### src/rtl/uart_tx_engine_pkg.sv
// uart_tx_engine_pkg: shared FSM state encodings and status bit positions for the UART TX engine
package uart_tx_engine_pkg;
  typedef enum logic [1:0] {IDLE = 2'd0, START = 2'd1, DATA = 2'd2, STOP = 2'd3} tx_state_e;
  localparam int ST_EMPTY = 0;
  localparam int ST_FULL  = 1;
  localparam int ST_BUSY  = 2;
  localparam int ST_OVF   = 3;
endpackage

### src/rtl/uart_tx_engine_sync_fifo.sv
// sync_fifo: single-clock FIFO with registered empty/full flags and push-drop indication
//   clk, rst_n      clock, asynchronous active-low reset
//   push_i, data_i  write request and data
//   pop_i, data_o   read request and head-of-queue data
//   empty_o, full_o registered occupancy flags
//   drop_o          push refused because full with no simultaneous pop
module sync_fifo #(
  parameter int WIDTH = 8,
  parameter int DEPTH = 8
) (
  input  logic             clk,
  input  logic             rst_n,
  input  logic             push_i,
  input  logic             pop_i,
  input  logic [WIDTH-1:0] data_i,
  output logic [WIDTH-1:0] data_o,
  output logic             empty_o,
  output logic             full_o,
  output logic             drop_o
);
  localparam int AW = $clog2(DEPTH);
  logic [WIDTH-1:0] mem_q [DEPTH];
  logic [AW-1:0] wr_q, rd_q;
  logic [AW:0] cnt_q, cnt_d;
  logic do_push, do_pop;
  assign do_pop  = pop_i & ~empty_o;
  // a pop in the same cycle frees the slot, so a full FIFO still accepts the push
  assign do_push = push_i & (~full_o | do_pop);
  assign drop_o  = push_i & ~do_push;
  assign data_o  = mem_q[rd_q];
  assign cnt_d   = cnt_q + (AW+1)'(do_push) - (AW+1)'(do_pop);
  always_ff @(posedge clk or negedge rst_n)
    if (!rst_n) begin
      wr_q    <= '0;
      rd_q    <= '0;
      cnt_q   <= '0;
      empty_o <= 1'b1;
      full_o  <= 1'b0;
    end else begin
      wr_q    <= do_push ? wr_q + AW'(1) : wr_q;
      rd_q    <= do_pop ? rd_q + AW'(1) : rd_q;
      cnt_q   <= cnt_d;
      empty_o <= cnt_d == '0;
      full_o  <= cnt_d == (AW+1)'(DEPTH);
    end
  always_ff @(posedge clk)
    if (do_push) mem_q[wr_q] <= data_i;
endmodule

### src/rtl/uart_tx_engine.sv
// uart_tx_engine: captures 6809 data-register writes into a FIFO and serialises them as 8N1 frames
//   clk, reset        13.3 MHz oscillator, asynchronous active-low reset
//   i_uart_data_ce, i_RW, i_E, i_DATA  asynchronous 6809 bus write to the data register
//   i_irq_en, i_clr_ovf                TX-empty interrupt enable, sticky overflow clear pulse
//   o_UART_RX         serial line toward the FT2232, idles high
//   o_tx_status       {4'b0, overflow, busy, fifo_full, fifo_empty}
//   o_tx_irq          registered TX-empty interrupt request
module uart_tx_engine
  import uart_tx_engine_pkg::*;
#(
  parameter int CLKS_PER_BIT = 115,
  parameter int FIFO_DEPTH   = 8
) (
  input  logic       clk,
  input  logic       reset,
  input  logic       i_uart_data_ce,
  input  logic       i_RW,
  input  logic       i_E,
  input  logic [7:0] i_DATA,
  input  logic       i_irq_en,
  input  logic       i_clr_ovf,
  output logic       o_UART_RX,
  output logic [7:0] o_tx_status,
  output logic       o_tx_irq
);
  localparam int BW = CLKS_PER_BIT > 1 ? $clog2(CLKS_PER_BIT) : 1;
  tx_state_e state_q, state_d;
  logic [BW-1:0] baud_q, baud_d;
  logic [2:0] bit_q, bit_d;
  logic [7:0] shift_q, shift_d, head;
  logic line_q, line_d, ovf_q, irq_q, last, pop, push, empty, full, drop;
  logic s1_q, s2_q, prev_q;
  // two-flop synchroniser then rising-edge detect: one push per E-high window
  assign push = s2_q & ~prev_q;
  assign last = baud_q == BW'(CLKS_PER_BIT - 1);
  sync_fifo #(.WIDTH(8), .DEPTH(FIFO_DEPTH)) u_fifo (
    .clk    (clk),
    .rst_n  (reset),
    .push_i (push),
    .pop_i  (pop),
    .data_i (i_DATA),
    .data_o (head),
    .empty_o(empty),
    .full_o (full),
    .drop_o (drop)
  );
  always_ff @(posedge clk or negedge reset)
    if (!reset) begin
      s1_q    <= 1'b0;
      s2_q    <= 1'b0;
      prev_q  <= 1'b0;
      state_q <= IDLE;
      baud_q  <= '0;
      bit_q   <= '0;
      shift_q <= '0;
      line_q  <= 1'b1;
      ovf_q   <= 1'b0;
      irq_q   <= 1'b0;
    end else begin
      s1_q    <= i_uart_data_ce & ~i_RW & i_E;
      s2_q    <= s1_q;
      prev_q  <= s2_q;
      state_q <= state_d;
      baud_q  <= baud_d;
      bit_q   <= bit_d;
      shift_q <= shift_d;
      line_q  <= line_d;
      ovf_q   <= drop ? 1'b1 : i_clr_ovf ? 1'b0 : ovf_q;
      irq_q   <= i_irq_en & empty & (state_q == IDLE);
    end
  // the line is registered, so each transition sets line_d to the level of the state being entered
  always_comb begin
    state_d = state_q;
    baud_d  = baud_q;
    bit_d   = bit_q;
    shift_d = shift_q;
    line_d  = line_q;
    pop     = 1'b0;
    case (state_q)
      IDLE:
        if (!empty) begin
          pop     = 1'b1;
          shift_d = head;
          state_d = START;
          baud_d  = '0;
          line_d  = 1'b0;
        end
      START:
        if (last) begin
          state_d = DATA;
          baud_d  = '0;
          bit_d   = '0;
          line_d  = shift_q[0];
        end else baud_d = baud_q + BW'(1);
      DATA:
        if (last) begin
          baud_d  = '0;
          shift_d = {1'b0, shift_q[7:1]};
          state_d = bit_q == 3'd7 ? STOP : DATA;
          bit_d   = bit_q + 3'd1;
          line_d  = bit_q == 3'd7 ? 1'b1 : shift_q[1];
        end else baud_d = baud_q + BW'(1);
      STOP:
        if (last) begin
          baud_d  = '0;
          pop     = ~empty;
          shift_d = empty ? shift_q : head;
          state_d = empty ? IDLE : START;
          line_d  = empty;
        end else baud_d = baud_q + BW'(1);
    endcase
  end
  always_comb begin
    o_tx_status           = '0;
    o_tx_status[ST_EMPTY] = empty;
    o_tx_status[ST_FULL]  = full;
    o_tx_status[ST_BUSY]  = state_q != IDLE;
    o_tx_status[ST_OVF]   = ovf_q;
  end
  assign o_UART_RX = line_q;
  assign o_tx_irq  = irq_q;
endmodule
### config.mk
export PLATFORM = sky130hd
export DESIGN_NAME = uart_tx_engine
export DESIGN_NICKNAME = d
export VERILOG_FILES = /design/src/rtl/uart_tx_engine_pkg.sv /design/src/rtl/uart_tx_engine_sync_fifo.sv /design/src/rtl/uart_tx_engine.sv
export SDC_FILE = /design/constraint.sdc
export NUM_CORES = 1
export LEC_CHECK = 0
export CAP_MARGIN = 20
export CELL_PAD_IN_SITES_DETAIL_PLACEMENT = 2
export CELL_PAD_IN_SITES_GLOBAL_PLACEMENT = 2
export CORE_ASPECT_RATIO = 1.4
export CORE_MARGIN = 10
export CORE_UTILIZATION = 40
export CTS_BUF_LIST = sky130_fd_sc_hd__clkbuf_4 sky130_fd_sc_hd__clkbuf_8
export DETAILED_ROUTE_END_ITERATION = 8
export GPL_TIMING_DRIVEN = 1
export MAX_ROUTING_LAYER = met4
export PLACE_DENSITY_LB_ADDON = 0.1
export RECOVER_POWER = 100
export SETUP_SLACK_MARGIN = 0.15
export SYNTH_ARGS = -nofsm -noshare
export SYNTH_HDL_FRONTEND = slang
export SYNTH_SLANG_ARGS = --single-unit
### constraint.sdc
create_clock -name clk -period 3.5 [get_ports clk]
set_clock_uncertainty 0.05 [all_clocks]
set_input_delay 0.7 -clock clk [delete_from_list [all_inputs] [get_ports clk]]
set_output_delay 0.7 -clock clk [all_outputs]
set_load 0.02 [all_outputs]
Word level (Yosys, flattened, before mapping)

Memory sizes are Yosys's and may differ from the RTL's.
Cells that the tools add are included.

ROM bits: 0
Logic and storage cells: 86
Output and inout port bits: 10
Bits in writable memories: 64
Register bits after elaboration: 38
Bits in latches: 0
Memories kept: 1

Multipliers: 0
Shifts and indexed selects: 0
Reductions and logical operators: 10
Add/sub/neg operators: 6
Bitwise operators: 14
Order comparisons: 0
Div/mod/pow operators: 0
Mux-type cells: 30
Equal/unequal tests: 10

Memories:

| memory       | depth | bits a word | read ports | clocked after Yosys merged registers in | write ports | RTL line                       | text |
|---|---|---|---|---|---|---|---|
| u_fifo.mem_q | 8     | 8           | 1          | 0                                       | 1           | uart_tx_engine_sync_fifo.sv:22 | `logic [WIDTH-1:0] mem_q [DEPTH];` |

Operators by type and width:

| operator                                                      | count |
|---|---|
| 8-bit 2-to-1 mux                                              | 3 |
| 8-bit case mux with 3 select lines                            | 1 |
| 7-bit 2-to-1 mux                                              | 2 |
| 7-bit case mux with 2 select lines                            | 1 |
| 1-bit 2-to-1 mux                                              | 13 |
| 3-bit by 1-bit adder with 3-bit output, second input constant | 3 |
| 1-bit bitwise AND                                             | 8 |
| 2-bit 2-to-1 mux                                              | 4 |
| 2-bit != test, second input constant                          | 4 |
| 2-bit case mux with 4 select lines                            | 1 |
| 7-bit by 1-bit adder with 7-bit output, second input constant | 1 |
| 7-bit == test, second input constant                          | 1 |
| 3-bit 2-to-1 mux                                              | 2 |
| 3-bit case mux with 2 select lines                            | 1 |
| 3-bit AND reduction                                           | 2 |
| 2-bit nonzero test                                            | 3 |
| 1-bit NOT                                                     | 5 |
| 4-bit by 1-bit adder with 4-bit output                        | 1 |
| 2-bit == test, second input constant                          | 2 |
| 4-bit == test, second input constant                          | 1 |
| 4-bit logical NOT                                             | 1 |
| 1-bit case mux with 4 select lines                            | 1 |
| 4-bit AND reduction                                           | 1 |
| 4-bit by 1-bit subtractor with 4-bit output                   | 1 |
| 7 further kinds                                               | 7 |

Logic depth before layout (Yosys ltp)

Gate-level depths: netlist of run 1.

Depth after elaboration: 9
Depth in mapped cells: 13
Mapped depth without buffers: 13

Hierarchy

From an unflattened synthesis of run 1, not the netlist that was laid out.

Cells, all modules: 278
Area total of the unflattened synthesis: 4606.9 µm²

Modules (own cells, without submodules):

| module         | times used | area an instance (µm²) | sequential area each (µm²) | cells an instance |
|---|---|---|---|---|
| sync_fifo      | 1          | 3118.0                 | 2223.4                     | 151 |
| uart_tx_engine | 1          | 1488.9                 | 651.9                      | 127 |

Worst setup path before layout of run 1

No wires, ideal clock.

Kind: register to register
Start: register baud_q[0]
End: register u_fifo.full_o
Data required time: 3.377 ns
Path buffers: 0
Clock period less this slack: 2.842 ns
Stages on the path, launching flop included: 14
Arrival time: 2.719 ns
Path slack: 0.658 ns
Path through: dfrtp_1 inv_1 ha_1 nand4bb_4 nor3_2 o21a_1 ha_1 inv_1 ha_1 inv_1 fa_1 inv_1 or3_1 nor2b_1

Longest elaborated chain between the ends: 9

Ends and longest elaborated chain:

| what                                            | RTL line                       | text |
|---|---|---|
| from (decl)                                     | uart_tx_engine.sv:28           | `logic [BW-1:0] baud_q, baud_d;` |
| from (signal assigned)                          | uart_tx_engine.sv:64           | `baud_q <= baud_d;` |
| 7-bit == test (*)                               | uart_tx_engine.sv:35           | `assign last = baud_q == BW'(CLKS_PER_BIT - 1);` |
| 1-bit 2-to-1 mux (*)                            | uart_tx_engine.sv:104          | `if (last) begin` |
| 1-bit case mux with 2 select lines (*)          | uart_tx_engine.sv:79           | `case (state_q)` |
| 1-bit bitwise AND (*)                           | uart_tx_engine_sync_fifo.sv:26 | `assign do_pop = pop_i & ~empty_o;` |
| named net u_fifo.do_pop                         | uart_tx_engine_sync_fifo.sv:25 | `logic do_push, do_pop;` |
| 1-bit OR                                        | uart_tx_engine_sync_fifo.sv:28 | `assign do_push = push_i & (~full_o \| do_pop);` |
| 1-bit bitwise AND                               | uart_tx_engine_sync_fifo.sv:28 |  |
| 4-bit by 1-bit adder with 4-bit output          | uart_tx_engine_sync_fifo.sv:31 | `assign cnt_d = cnt_q + (AW+1)'(do_push) - (AW+1)'(do_pop);` |
| 4-bit by 1-bit subtractor with 4-bit output (*) | uart_tx_engine_sync_fifo.sv:31 |  |
| named net u_fifo.cnt_d[1]                       | uart_tx_engine_sync_fifo.sv:24 | `logic [AW:0] cnt_q, cnt_d;` |
| 4-bit == test (*)                               | uart_tx_engine_sync_fifo.sv:44 | `full_o <= cnt_d == (AW+1)'(DEPTH);` |
| to (signal assigned)                            | uart_tx_engine_sync_fifo.sv:44 |  |
| to (decl)                                       | uart_tx_engine_sync_fifo.sv:18 | `output logic full_o,` |

The timed path passes the listed nets; every way through them passes the cells marked *.
A chain may end at the register's enable or synchronous reset.

Final worst setup path of run 1

Start: register baud_q[0]
End: register u_fifo.empty_o

Longest elaborated chain between the ends: 9

Ends and longest elaborated chain:

| what                                            | RTL line                       | text |
|---|---|---|
| 7-bit == test (*)                               | uart_tx_engine.sv:35           |  |
| 1-bit 2-to-1 mux (*)                            | uart_tx_engine.sv:104          |  |
| 1-bit case mux with 2 select lines (*)          | uart_tx_engine.sv:79           |  |
| 1-bit bitwise AND (*)                           | uart_tx_engine_sync_fifo.sv:26 |  |
| named net u_fifo.do_pop                         | uart_tx_engine_sync_fifo.sv:25 |  |
| 1-bit OR                                        | uart_tx_engine_sync_fifo.sv:28 |  |
| 1-bit bitwise AND                               | uart_tx_engine_sync_fifo.sv:28 |  |
| 4-bit by 1-bit adder with 4-bit output          | uart_tx_engine_sync_fifo.sv:31 |  |
| 4-bit by 1-bit subtractor with 4-bit output (*) | uart_tx_engine_sync_fifo.sv:31 |  |
| named net u_fifo.cnt_d[1]                       | uart_tx_engine_sync_fifo.sv:24 |  |
| 4-bit logical NOT (*)                           | uart_tx_engine_sync_fifo.sv:43 | `empty_o <= cnt_d == '0;` |
| to (signal assigned)                            | uart_tx_engine_sync_fifo.sv:37 | `empty_o <= 1'b1;` |
| to (signal assigned)                            | uart_tx_engine_sync_fifo.sv:43 |  |
| to (decl)                                       | uart_tx_engine_sync_fifo.sv:17 | `output logic empty_o,` |

Marks and branches as above.

==> impl_metrics.py, run 1 <==
metrics = {
    "global_route": {
        "globalRoute.totalOverflow": 0,
        "grt_pass1_vias": 2760,
        "track_usage_pct": 13.4,
        "global_route.usage.met1_pct": 15.5,
        "grt_start_max_net_pins": 39,
        "grt-busiest-layer": "met2",
        "grt_use_met3_pct": 2.47,
        "grt_first_pass_wirelength_mm": 16.0,
        "grt_util_met2_pct": 22.8,
        "initial_antenna_violation_count": 0,
    },
    "synthesis": {
        "synth.cells.most_frequent": "sky130_fd_sc_hd__edfxtp_1, sky130_fd_sc_hd__dfrtp_1, sky130_fd_sc_hd__nand2_1",
        "mappedNetlistArea_mm2": 0.00454,
        "synth_async_sr_flop_share_pct": 37.3,
        "synth.top_cell.area_share_pct": 42.3,
        "synth_area_per_cell_um2": 15.6,
        "synth_enable_flop_cells": 64,
        "count_of_different_cell_masters_after_synthesis": 53,
        "synth.ff_latch_count": 102,
        "syn_inst": 291,
        "post_synth_main_area_contributors": "sky130_fd_sc_hd__edfxtp_1, sky130_fd_sc_hd__dfrtp_1, sky130_fd_sc_hd__mux4_1",
        "largest_area_contributor_in_the_netlist": "sky130_fd_sc_hd__edfxtp_1",
        "synthesis.yosys.warnings": 0,
        "post_synthesis_sequential_area_ratio_pct": 63.3,
        "post-synth-top-count-cell": "sky130_fd_sc_hd__edfxtp_1",
        "postSynth.topFlopCell": "sky130_fd_sc_hd__edfxtp_1",
    },
    "cts": {
        "cts_tree": "built",
        "path_clk_slew_ns": 0.10,
        "clk_root_buffer_cell": "sky130_fd_sc_hd__clkbuf_8",
        "number_of_hold_buffers_added_after_cts": 0,
        "cts_resized": 0,
        "cts_inserted_buffers": 9,
        "postCtsSetupBuffers": 0,
        "htreeDepth": 3,
        "insertion_delay_ns": 0.35,
        "clock_sink_count": 102,
        "clk_path_buf_depth": 2,
    },
    "outcome": {
        "run_status": "finished with violations",
        "failed_checks": "max-capacitance violations, max-slew violations",
    },
    "setup_path": {
        "timing.critical_path.max_delay_family": "simple AND/OR/NAND/NOR gates",
        "start_kind": "register",
        "required_ns": 3.73,
        "crit_path_frequent_cell": "sky130_fd_sc_hd__inv_1",
        "timing.critical_path.arrival_ns": 3.37,
        "worst-path-max-fanout": 6,
        "crit_buf_inv": 4,
        "critPathCaptureType": "register",
        "cell_breakdown_of_the_critical_path": "inv_1 -> ha_1 -> nand4bb_4 -> nor3_1 -> o21a_1 -> ha_1 -> inv_1 -> ha_1 -> inv_1 -> fa_1 -> inv_1 -> or3_1 -> nor2_1",
        "worst_path_largest_cell_delay_ns": 0.47,
        "slowest_cell_on_crit_path": "sky130_fd_sc_hd__fa_1",
        "path_class": "register to register",
    },
    "final_layout": {
        "layout.core_utilization_pct": 44.9,
        "post_route_cells_drive_above_1_share_pct": 12.1,
        "num_antenna_cells": 0,
        "nFillCells": 1090,
        "nets": 349,
        "area.growth.synth_to_final_pct": 10.9,
    },
    "timing": {
        "setup_viol": 0,
        "period_needed_ns": 3.14,
        "fmaxAchievable_mhz": 319,
        "final.period_utilization_pct": 89.6,
        "rsz0062_at_grt": "no",
        "tightestPinTransition_ns": 2.15,
        "finalHoldViolations": 0,
        "fin_hold_ws_ns": 0.332,
        "max_slew_margin_pct": -43.2,
        "timing_max_transition_violations_final": 39,
        "tns_ns": 0,
    },
    "power_and_ir_drop": {
        "powerDensity_mw_per_mm2": 509,
        "vdd_drop_max_v": 0.000271,
        "leakage_nw": 1.87,
    },
    "hold_path": {
        "timing.hold.worst.class": "register to register",
    },
    "drt": {
        "routedWlPerCell_um": 20.8,
        "ant_nets": 0,
        "vias_post_dr": 2443,
        "drt-pass1-iter-count": 4,
        "detail_route.iter0.violations": 56,
        "wl_mm": 9.73,
        "drc": 0,
        "viasPerCell": 5.23,
    },
    "job": {
        "maxCapViolCount": 1,
    },
    "place": {
        "buffer_ports.inserted": 20,
        "hpwl_mm": 6.80,
        "final_wtd_congestion": 0.704,
    },
    "floorplan": {
        "coreArea_mm2": 0.0112,
        "fp-row-count": 46,
        "die_area_mm2": 0.0161,
        "dieWidth_um": 110,
        "effective_utilization_at_floorplan_pct": 40.5,
        "io_pins": 25,
        "chipHeight_um": 146,
    },
}
-- sequential cells by signal, indices dropped and copies added (netlist names) --
signal / flops
baud_q: 7
bit_q: 3
o_UART_RX: 1
o_tx_irq: 1
ovf_q: 1
prev_q: 1
s1_q: 1
s2_q: 1
shift_q: 8
state_q: 2
u_fifo.cnt_q: 4
u_fifo.empty_o: 1
u_fifo.full_o: 1
u_fifo.mem_q: 64
u_fifo.rd_q: 3
u_fifo.wr_q: 3
-- layout by cell type (no fill, tap or decap), drive strengths merged, types with 7 or more instances in the layout --
cell type	netlist	final
dfrtp	36	36
clkbuf	3	20
nor2	12	12
ha	15	15
mux2i	8	8
mux4	16	16
edfxtp	64	64
dlygate4sd3	0	15
xnor2	7	7
nor3	9	9
inv	14	17
o21ai	8	8
nand2	19	19
mux2	11	11
-- power by group --
group / switching [mW] / internal [mW] / total [mW]
logic: 0.190 / 0.157 / 0.347
registers: 0.0911 / 1.37 / 1.46
clock network: 0.410 / 0.346 / 0.756
-- layer usage --
| layer | wire [µm] | share of wire (%) |
|---|---|---|
| met1 | 4190 | 43 |
| met2 | 5270 | 54 |
| met3 | 182 | 1.9 |
| met4 | 94 | 0.97 |
| met5 | 0 | 0 |
-- layout make-up --
class | instances | area [µm²] | share of cell area (%)
Clock buffer | 10 | 131 | 2.61
Clock inverter | 6 | 68.8 | 1.37
Inverter | 14 | 52.6 | 1.04
Multi-Input combinational cell | 162 | 1500 | 29.8
Sequential cell | 102 | 2880 | 57.1
Tap cell | 144 | 180 | 3.58
Timing Repair Buffer | 29 | 228 | 4.52
-- cell families after synthesis --
group,synth area share (%)
mux,13.3
compound gates,5.21
buf+inv,3.83
flops,63.3
simple gates,7.57
xor+xnor,2.12
fa+ha+maj,4.57
other cells,0.0825
-- metrics by stage --
step	setup WS, ns	std cells	power, mW	cell area [µm²]
after floorplan	0.658	294	1.72	4550
after global placement	0.523	451	1.84	4880
after detailed placement	0.381	451	1.86	4880
after CTS	0.356	467	2.62	5080
after global routing	0.117	467	2.70	5040
final	0.364	467	2.56	5040
-- worst reg2reg max path: stages (launching register included) --
cell and delay, ns:
sky130_fd_sc_hd__dfrtp_1 0.45, sky130_fd_sc_hd__inv_1 0.08, sky130_fd_sc_hd__ha_1 0.19, sky130_fd_sc_hd__nand4bb_4 0.17, sky130_fd_sc_hd__nor3_1 0.41, sky130_fd_sc_hd__o21a_1 0.20, sky130_fd_sc_hd__ha_1 0.23, sky130_fd_sc_hd__inv_1 0.05
sky130_fd_sc_hd__ha_1 0.16, sky130_fd_sc_hd__inv_1 0.06, sky130_fd_sc_hd__fa_1 0.47, sky130_fd_sc_hd__inv_1 0.04, sky130_fd_sc_hd__or3_1 0.38, sky130_fd_sc_hd__nor2_1 0.12
-- final timing paths --
path | from | to | slack (ns) | cells after the start
worst max-delay path | baud_q[0] | u_fifo.empty_o | 0.36 | 13
worst min-delay path | s1_q | s2_q | 0.33 | 0
worst max register to register | baud_q[0] | u_fifo.empty_o | 0.36 | 13
worst min register to register | s1_q | s2_q | 0.33 | 0
max in group asynchronous | reset | shift_q[5] | 1.26 | 1
min in group asynchronous | reset | u_fifo.cnt_q[2] | 0.91 | 1
(Power assumes the default switching activity.)
==> inputs of run 2 (changes only) <==
- CELL_PAD_IN_SITES_DETAIL_PLACEMENT: 2 -> unset
- CELL_PAD_IN_SITES_GLOBAL_PLACEMENT: 2 -> unset
- PLACE_DENSITY_LB_ADDON: 0.1 -> unset
- SKIP_LAST_GASP: unset -> 1
==> impl_metrics.py, run 2 (same netlist as run 1, synthesis figures left out) <==
metrics = {
    "timing": {
        "fmaxAchievable_mhz": 324,
        "fin_hold_ws_ns": 0.310,
        "rsz0062_at_grt": "no",
        "setup_viol": 0,
        "max_slew_margin_pct": -37.6,
        "tightestPinTransition_ns": 2.06,
        "finalHoldViolations": 0,
        "final.period_utilization_pct": 88.1,
        "timing_max_transition_violations_final": 39,
        "period_needed_ns": 3.08,
        "timing.final.ws_setup_ns": 0.417,
        "tns_ns": 0,
    },
    "global_route": {
        "grt_first_pass_wirelength_mm": 13.3,
        "track_usage_pct": 11.1,
        "globalRoute.totalOverflow": 0,
        "grt_start_max_net_pins": 39,
        "grt_pass1_vias": 2483,
        "initial_antenna_violation_count": 0,
    },
    "place": {
        "dp_worst_setup_slack_ns": 0.383,
        "post_dp_cell_area_mm2": 0.00488,
        "dpl.cell_count": 451,
        "hpwl_mm": 5.56,
        "buffer_ports.inserted": 20,
        "final_wtd_congestion": 0.732,
    },
    "drt": {
        "ant_nets": 0,
        "vias_post_dr": 2422,
        "routedWlPerCell_um": 17.6,
        "wl_mm": 8.23,
        "drt-pass1-iter-count": 6,
        "viasPerCell": 5.19,
        "drc": 0,
        "detail_route.iter0.violations": 86,
    },
    "cts": {
        "cts_inserted_buffers": 9,
        "clock_sink_count": 102,
        "postCtsSetupBuffers": 0,
        "path_clk_slew_ns": 0.11,
        "cts_tree": "built",
        "clk_root_buffer_cell": "sky130_fd_sc_hd__clkbuf_8",
        "htreeDepth": 3,
        "number_of_hold_buffers_added_after_cts": 0,
        "insertion_delay_ns": 0.38,
        "clk_path_buf_depth": 2,
    },
    "setup_path": {
        "worst-path-max-fanout": 6,
        "critPathCaptureType": "register",
        "start_kind": "register",
        "required_ns": 3.77,
        "timing.critical_path.arrival_ns": 3.35,
        "timing.critical_path.from": "baud_q[0]",
        "r2r_start": "baud_q[0]",
        "path_class": "register to register",
    },
    "final_layout": {
        "biggestRegsByFlops": "u_fifo.mem_q x64, shift_q x8, baud_q x7",
        "layout.core_utilization_pct": 45.2,
        "commonest_non_fill_non_tap_cell_in_the_layout": "sky130_fd_sc_hd__edfxtp_1",
        "final_area_mm2": 0.00507,
        "nets": 349,
        "largest_reg_flops": 64,
        "final_cell_mix": "sky130_fd_sc_hd__edfxtp_1, sky130_fd_sc_hd__dfrtp_1, sky130_fd_sc_hd__nand2_1",
        "nFillCells": 999,
        "max_flop_register": "u_fifo.mem_q",
        "area.growth.synth_to_final_pct": 11.6,
        "final_cells": 467,
        "num_antenna_cells": 0,
        "post_route_cells_drive_above_1_share_pct": 12.7,
    },
    "floorplan": {
        "die_area_mm2": 0.0161,
        "fp-row-count": 46,
        "effective_utilization_at_floorplan_pct": 40.5,
        "io_pins": 25,
        "coreArea_mm2": 0.0112,
        "dieWidth_um": 110,
        "chipHeight_um": 146,
    },
    "job": {
        "maxCapViolCount": 1,
    },
    "outcome": {
        "run_status": "finished with violations",
        "failed_checks": "max-capacitance violations, max-slew violations",
    },
    "hold_path": {
        "worst_hold_startpoint": "s1_q",
        "timing.hold.worst.class": "register to register",
    },
    "power_and_ir_drop": {
        "powerDensity_mw_per_mm2": 504,
        "leakage_nw": 1.89,
        "totalPowerFinal_mw": 2.56,
        "vdd_drop_max_v": 0.000177,
    },
}
## run 2: cell count changes in the layout (fill, tap and decap cells not counted)
cell | previous run | this run
sky130_fd_sc_hd__clkbuf_1 | 10 | 9
sky130_fd_sc_hd__clkbuf_4 | 1 | 0
sky130_fd_sc_hd__inv_12 | 0 | 1
sky130_fd_sc_hd__clkinv_2 | 1 | 0
sky130_fd_sc_hd__inv_8 | 0 | 1
sky130_fd_sc_hd__bufinv_16 | 1 | 0
sky130_fd_sc_hd__nor3_4 | 0 | 1
sky130_fd_sc_hd__buf_4 | 0 | 1
sky130_fd_sc_hd__clkinvlp_4 | 1 | 0
sky130_fd_sc_hd__nor3_1 | 9 | 8
sky130_fd_sc_hd__inv_6 | 3 | 2
sky130_fd_sc_hd__clkinv_8 | 0 | 3
## run 2: critical path: stages, from the launching register on
cell	delay, ns
sky130_fd_sc_hd__dfrtp_1	0.45
sky130_fd_sc_hd__inv_1	0.08
sky130_fd_sc_hd__ha_1	0.19
sky130_fd_sc_hd__nand4bb_4	0.17
sky130_fd_sc_hd__nor3_4	0.28
sky130_fd_sc_hd__o21a_1	0.25
sky130_fd_sc_hd__ha_1	0.26
sky130_fd_sc_hd__inv_1	0.06
sky130_fd_sc_hd__ha_1	0.16
sky130_fd_sc_hd__inv_1	0.06
sky130_fd_sc_hd__fa_1	0.47
sky130_fd_sc_hd__inv_1	0.04
sky130_fd_sc_hd__or3_1	0.38
sky130_fd_sc_hd__nor2b_1	0.11
## run 2: final timing paths
check / endpoint / slack (ns) / cells after the start
max in group asynchronous: shift_q[5] / 1.37 / 1
worst min register to register: s2_q / 0.31 / 0
worst min-delay path: s2_q / 0.31 / 0
worst max register to register: u_fifo.full_o / 0.42 / 13
min in group asynchronous: u_fifo.cnt_q[1] / 0.85 / 1
worst max-delay path: u_fifo.full_o / 0.42 / 13
## run 2: final cells by class
type	instances	area (µm²)	share of cell area, %
multi-input cells	162	1510	29.8
inverters	14	52.6	1.04
clock buffers	9	124	2.44
clock inverters	7	93.8	1.85
repair buffers	29	231	4.57
flip-flops and latches	102	2880	56.7
well taps	144	180	3.55
## run 2: power by group
| part | total, mW | switching [mW] | internal [mW] |
|---|---|---|---|
| combinational | 0.337 | 0.181 | 0.157 |
| sequential | 1.46 | 0.0872 | 1.37 |
| clock | 0.761 | 0.466 | 0.296 |
| total | 2.56 | 0.734 | 1.82 |
## run 2: layer usage
metal	global-route usage (%)	wire, µm	vias up
met3	2.78	267	12
li1	-	-	1148
met1	12.1	3420	1233
met5	-	0	-
met4	4.05	132	0
met2	18.8	4400	29
## run 2: what timing repair did
action / in CTS / in global routing
hold endpoints to repair: 0 / 0
resized for setup: 0 / 1
endpoints found under the setup margin: 0 / 2
